<file path="src/rtl/shift_pkg.sv">
// Shared constants for the shift_pipe execution unit: datapath widths and opcodes.
package shift_pkg;

   localparam int N = 16;
   localparam int C = 4;

   localparam logic [1:0] OP_ROL = 2'b00;
   localparam logic [1:0] OP_SLL = 2'b01;
   localparam logic [1:0] OP_ROR = 2'b10;
   localparam logic [1:0] OP_SRL = 2'b11;

endpackage

</file>
<file path="src/rtl/barrel_rotl.sv">
// Combinational N-bit left rotator: log stages of 2:1 muxes, stage k rotates by 2**k.
module barrel_rotl
   import shift_pkg::*;
(
   input  logic [N-1:0] d,
   input  logic [C-1:0] amt,
   output logic [N-1:0] q
);

   logic [N-1:0] stage [0:C];

   assign stage[0] = d;

   for (genvar k = 0; k < C; k++) begin : g_stage
      localparam int SH = 1 << k;
      assign stage[k+1] = amt[k] ? {stage[k][N-1-SH:0], stage[k][N-1:N-SH]} : stage[k];
   end

   assign q = stage[C];

endmodule

</file>
<file path="src/rtl/shift_pipe.sv">
// Two-stage shift/rotate unit: every op becomes a left rotate plus a result mask.
// Optional registered zero flag when SHIFT_ZERO_FLAG_EN is defined.
module shift_pipe
   import shift_pkg::*;
(
   input  logic         clk,
   input  logic         rst,
   input  logic         in_valid,
   output logic         in_ready,
   input  logic [1:0]   op,
   input  logic [N-1:0] data_in,
   input  logic [C-1:0] cnt,
   output logic         out_valid,
   input  logic         out_ready,
   output logic [N-1:0] data_out
`ifdef SHIFT_ZERO_FLAG_EN
   ,
   output logic         zero
`endif
);

   localparam logic [N-1:0] ALL_ONES = '1;

   // Handshake: a transfer happens on a rising edge where valid and ready are both
   // high; in_ready depends on out_ready combinationally, there is no skid buffer.
   logic         adv1;
   logic         adv2;

   logic         v1;
   logic [N-1:0] d1;
   logic [C-1:0] amt1;
   logic [N-1:0] mask1;

   logic [C-1:0] neg_cnt;
   logic [C-1:0] amt_d;
   logic [N-1:0] mask_d;
   logic [N-1:0] rot_q;
   logic [N-1:0] result;

   assign adv2     = !out_valid || out_ready;
   assign adv1     = !v1 || adv2;
   assign in_ready = adv1;

   // A right move by cnt equals a left rotate by (N - cnt) mod N.
   assign neg_cnt = {C{1'b0}} - cnt;

   always_comb begin
      amt_d  = cnt;
      mask_d = ALL_ONES;
      case (op)
         OP_SLL: mask_d = ALL_ONES << cnt;
         OP_ROR: amt_d  = neg_cnt;
         OP_SRL: begin
            amt_d  = neg_cnt;
            mask_d = ALL_ONES >> cnt;
         end
         default: ;
      endcase
   end

   barrel_rotl u_rotl (
      .d   (d1),
      .amt (amt1),
      .q   (rot_q)
   );

   assign result = rot_q & mask1;

   always_ff @(posedge clk) begin
      if (rst) begin
         v1        <= 1'b0;
         d1        <= '0;
         amt1      <= '0;
         mask1     <= '0;
         out_valid <= 1'b0;
         data_out  <= '0;
`ifdef SHIFT_ZERO_FLAG_EN
         zero      <= 1'b0;
`endif
      end else begin
         if (adv1) begin
            v1    <= in_valid;
            d1    <= data_in;
            amt1  <= amt_d;
            mask1 <= mask_d;
         end
         if (adv2) begin
            out_valid <= v1;
            data_out  <= result;
`ifdef SHIFT_ZERO_FLAG_EN
            zero      <= ~|result;
`endif
         end
      end
   end

endmodule

</file>
<file path="config.mk">
export PLATFORM = sky130hd
export DESIGN_NAME = shift_pipe
export DESIGN_NICKNAME = d
export VERILOG_FILES = /design/src/rtl/shift_pkg.sv /design/src/rtl/barrel_rotl.sv /design/src/rtl/shift_pipe.sv
export SDC_FILE = /design/constraint.sdc
export NUM_CORES = 1
export LEC_CHECK = 0
export BUFFER_PORTS_ARGS = -buffer_cell sky130_fd_sc_hd__buf_2
export CAP_MARGIN = 20
export CORE_ASPECT_RATIO = 1.5
export CORE_UTILIZATION = 57
export CTS_CLUSTER_DIAMETER = 60
export CTS_CLUSTER_SIZE = 12
export DETAILED_ROUTE_END_ITERATION = 8
export GPL_ROUTABILITY_DRIVEN = 0
export GPL_TIMING_DRIVEN = 0
export PLACE_DENSITY = 0.89
export SYNTH_ARGS = -nofsm -noshare
export SYNTH_HDL_FRONTEND = slang
export SYNTH_HIERARCHICAL = 1
export SYNTH_SLANG_ARGS = --single-unit
</file>
<file path="constraint.sdc">
create_clock -name clk -period 2.15 [get_ports clk]
set_input_delay 0.215 -clock clk [delete_from_list [all_inputs] [get_ports clk]]
set_output_delay 0.215 -clock clk [all_outputs]
set_load 0.05 [all_outputs]
</file>
Word-level counts from Yosys, hierarchy flattened --
Index checks and enable logic that the tools add are counted.
Storage, ports and cells: bits in registers 54, bits in latches 0, RAM bits 0, ROM bits 0, input port bits 26, logic and storage cells 24, memories kept 0
Cells by class: add/subtract/negate cells 1, $mul 0, div/mod/pow operators 0, order comparisons 0, equality and inequality tests 3, shift operators 2, multiplexer cells 6, bitwise gates (word level) 1, reduce and logical (&&, ||, !) cells 5
Operator list (count):
- $mux W16 | 4
- $pmux W16 S2 | 1
- $and A16 B16 Y16 | 1
- $shl A16 B4 Y16 const A | 1
- $shr A16 B4 Y16 const A | 1
- $eq A2 B2 Y1 const B | 2
- $mux W4 | 1
- $sub A1 B4 Y4 const A | 1
- $eq A2 B1 Y1 const B | 1
- $logic_not A1 Y1 | 2
- $logic_or A1 B1 Y1 | 2
- $reduce_or A2 Y1 | 1

Depth between registers and ports, before layout --
word-level depth 5, mapped depth 8

Cells and area by module --
The synthesis kept the hierarchy.
Modules (own cells, without submodules):
- shift_pipe | times used 1, cells each 272, area each 2232.1 um^2, sequential area each 1081.0 um^2
- barrel_rotl | times used 1, cells each 40, area each 830.8 um^2, sequential area each 0.0 um^2

Worst setup path after synthesis --
No wires, ideal clock.
path type flip-flop to flip-flop, start point register amt1[3], end point register data_out[15], library setup time 132 ps, data arrival time 1714 ps, data required time 2018 ps, path slack 304 ps, stages on the path, launching flop included 6, buffers on the path 1, period minus slack after synthesis 1846 ps, cell sequence dfxtp_1 buf_2 mux4_1 mux4_1 nand3_1 a21oi_1
On the way: longest elaborated chain between the ends 2
RTL lines:
- start, declared | line shift_pipe.sv:31 | logic [C-1:0] amt1;
- start signal, assigned | line shift_pipe.sv:84 | amt1 <= amt_d;
- $mux W16 | line barrel_rotl.sv:16 | assign stage[k+1] = amt[k] ? {stage[k][N-1-SH:0], stage[k][N-1:N-SH]} : stage[k];
- named net rot_q[15] | line shift_pipe.sv:37 | logic [N-1:0] rot_q;
- $and A16 B16 Y16 | line shift_pipe.sv:67 | assign result = rot_q & mask1;
- end signal, assigned | line shift_pipe.sv:89 | data_out <= result;
- end, declared | line shift_pipe.sv:15 | output logic [N-1:0] data_out
The timed path passes the listed nets, and every way through them passes these cells. A chain may end at the register's enable or synchronous reset.

Worst setup path after layout --
start point register amt1[3], end point register data_out[1]
Same word-level chain as after synthesis.

==> flow_summary_export.csv <==
group,metric,value,unit
placed_design,post-place-ws,83.9,ps
yosys,yosys_register_bits,54,
routing,via_per_inst,6.20,
routing,drtIter0Drc,164,
layout,postLayoutCellArea,0.00345,mm2
setup_path,timing.critical_path.cells,"buf_2 -> mux4_1 -> mux4_2 -> nand3_1 -> a21oi_1",
clocking,clockBufferDepth,2,
pwr,powerDensity,648,mW/mm2
grt,gr-usage-all-layers,30.7,%
floorplanning,rows,32,
grt,grt_pass1_wl,12500,um
worst_hold_path,worstHoldPathType,"input port to flip-flop",
timing,finalCritPeriodShare,97.9,%
timing,setup_viol,0,
clocking,h-tree-depth,2,
yosys,ys_types,30,
placed_design,place_area,0.00336,mm2
yosys,synthArstFlopShare,0,%
job,maxCapViolCount,0,
floorplanning,top_level_ports,44,
routing,num_vias,2659,
yosys,synth.cell_area,0.00306,mm2
setup_path,path_class,"flip-flop to flip-flop",
yosys,yosys_warnings,6,
timing,min_period,2110,ps
grt,overflow,0,
timing,rsz0062_at_grt,"yes",
setup_path,worstPathRequired,2340,ps
pwr,cell_internal_pwr,1560,uW
placed_design,post-dp-hpwl,5710,um
yosys,synth_edf_count,0,
grt,grt_max_degree,17,
timing,worst_pin_slew,580,ps
layout,n_antenna_cell,0,
layout,fin_nets,390,
routing,antenna_left,0,
setup_path,cp-start-kind,"flip-flop",
setup_path,slowest_delay,700,ps
timing,hold_viol_final,0,
floorplanning,fp.dieH,91.8,um
outcome,status,"finished, final reports clean",
clocking,cts_setup_buffers,0,
clocking,cts.sink_count,54,
routing,wirelength,7560,um
pwr,power_frac_comb,23.3,%
timing,slew_headroom,61.3,%
setup_path,crit_fanout,7,
yosys,synthFlopType,"dfxtp_1",
setup_path,critPathSlowestCell,"mux4_1",
placed_design,numPortBuffers,42,
timing,fmax,0.475,GHz
floorplanning,core_area,0.00516,mm2
clocking,cts.hold.buffers_added,0,
yosys,yosysSeqAreaShare,35.3,%
pwr,seqPwrFrac,50.0,%
pwr,peakVddDrop,0.440,mV
grt,grt_pass1_vias,2580,
layout,drive_above_1_share,26.0,%
setup_path,worstSetupEndpointType,"flip-flop",
floorplanning,die_w,61.9,um
layout,finish.utilization,66.8,%
yosys,syn_inst,312,
floorplanning,dieArea,0.00568,mm2
routing,dr.pass1.iters,4,
routing,drcViolationCount,0,
pwr,p_sw,675,uW
timing,fin_worst_skew,7.52,ps
timing,fin_ws,44.2,ps
yosys,yosys-top-cells-area,"dfxtp_1 (35%), mux4_2 (13%), mux4_1 (12%), nand2_1 (7.0%), a21oi_1 (6.4%)",
pwr,switching_share,30.2,%
clocking,clkLatencyLatePin,310,ps
setup_path,reg2regPathDepth,5,
clocking,clkTransAtPathRegs,100,ps
yosys,syn-mean-instance-area,9.82,um2
floorplanning,initial_core_util,59.3,%
clocking,cts_tree,"built",
clocking,cts_buffers,5,
pwr,leakagePower,0.00143,uW
worst_hold_path,holdPathStages,3,
routing,wire_per_inst,17.6,um
yosys,netlist.area_leader.share,35.3,%
layout,num-fill-cells,414,
layout,syn2layout_area_growth,12.6,%
pwr,clock_power_share,26.7,%
yosys,synth_top_area_cell,"dfxtp_1",
timing,slew_viol_final,0,
yosys,syn_nets,342,
setup_path,crit_arrival,2300,ps
clocking,cts-root-buf,"clkbuf_8",
grt,antenna_found_initial,0,
[worst paths after layout]
path	endpoint	startpoint	slack, ps
worst max register to register	data_out[1]	amt1[3]	40
worst min register to register	data_out[0]	data_out[0]	450
worst min-delay path	v1	in_valid	120
worst max-delay path	data_out[1]	amt1[3]	40
[registers in the layout (all words and copies together), names as in the netlist]
name / flops
out_valid: 1
mask1: 16
v1: 1
amt1: 4
d1: 16
data_out: 16
[power by group through the flow]
stage               logic [uW]  registers (uW)  clock network, uW
floorplan                  342            1170                  0
global placement           491            1130                  0
detailed placement         512            1140                  0
CTS                        514            1110                603
global route               559            1130                640
finish                     521            1120                597
[worst max-delay path, delay by kind of cell, from the launching register on]
family                 cells  cell delay (ps)
muxes                      2             1240
AOI/OAI and AO/OA          1               60
and+or+nand+nor            1              110
buffers and inverters      1              240
DFF                        1              340
[final cells by class]
class                   instances  area, um2  area share [%]
plain buffers                  30        170            4.93
clock buffers                   6       82.6            2.39
clock inverters                 2       12.5           0.363
inverters                       6       22.5           0.653
multi-input cells             221       1780            51.7
flip-flops and latches         54       1080            31.3
well taps                      68       85.1            2.47
repair buffers                 42        210            6.10
[synth_stat cells (5+ instances only)]
| library cell | count |
|---|---|
| nand3_1 | 16 |
| dfxtp_1 | 54 |
| o21ai_0 | 7 |
| mux4_2 | 18 |
| nor3_1 | 5 |
| a211oi_1 | 12 |
| inv_1 | 5 |
| a311oi_2 | 6 |
| a21oi_1 | 39 |
| mux4_1 | 14 |
| nor2_1 | 25 |
| clkbuf_1 | 15 |
| nand2_1 | 57 |
| buf_2 | 10 |
[routing by layer]
layer  global-route usage (%)  vias up  share of wire, %
met2                     47.6      126                51
met1                     35.2     1251                35
li1                         -     1242                 -
met5                        0        -                 0
met3                     6.21       40               5.8
met4                     24.1        0               8.2
[per-stage QoR]
step | instances | total power [uW] | setup TNS, ps | hold slack, ps
after detailed placement | 422 | 1650 | 0 | 441
after CTS | 430 | 2230 | 0 | 119
after global routing | 429 | 2330 | -30.7 | 124
after floorplan | 312 | 1510 | 0 | 336
after global placement | 422 | 1620 | 0 | 424
final | 429 | 2240 | 0 | 124
[what timing repair did]
item	in CTS	in global routing
hold endpoints to repair	0	0
gates resized for setup	0	2
endpoints found under the setup margin	0	7
[layout by cell type (no fill, tap or decap), types with 12 or more instances in the layout]
master	instances
nand2_1	57
dfxtp_1	54
buf_2	51
a21oi_1	39
nor2_1	25
mux4_2	19
nand3_1	16
clkbuf_1	14
mux4_1	13
a211oi_1	12
[kinds of logic (layout without fill, tap and decap cells)]
| group | count (synthesis) | in the layout | share of synthesized area (%) |
|---|---|---|---|
| AND/OR/NAND/NOR | 110 | 110 | 15.1 |
| AO/OA/AOI/OAI | 72 | 72 | 15.5 |
| flip-flops | 54 | 54 | 35.3 |
| buffers and inverters | 37 | 86 | 6.33 |
| multiplexers | 34 | 34 | 25.9 |
| adder cells (fa/ha/maj) | 4 | 4 | 1.63 |
| XOR/XNOR | 1 | 1 | 0.286 |
Note: power is estimated with default switching activity, not from simulation.
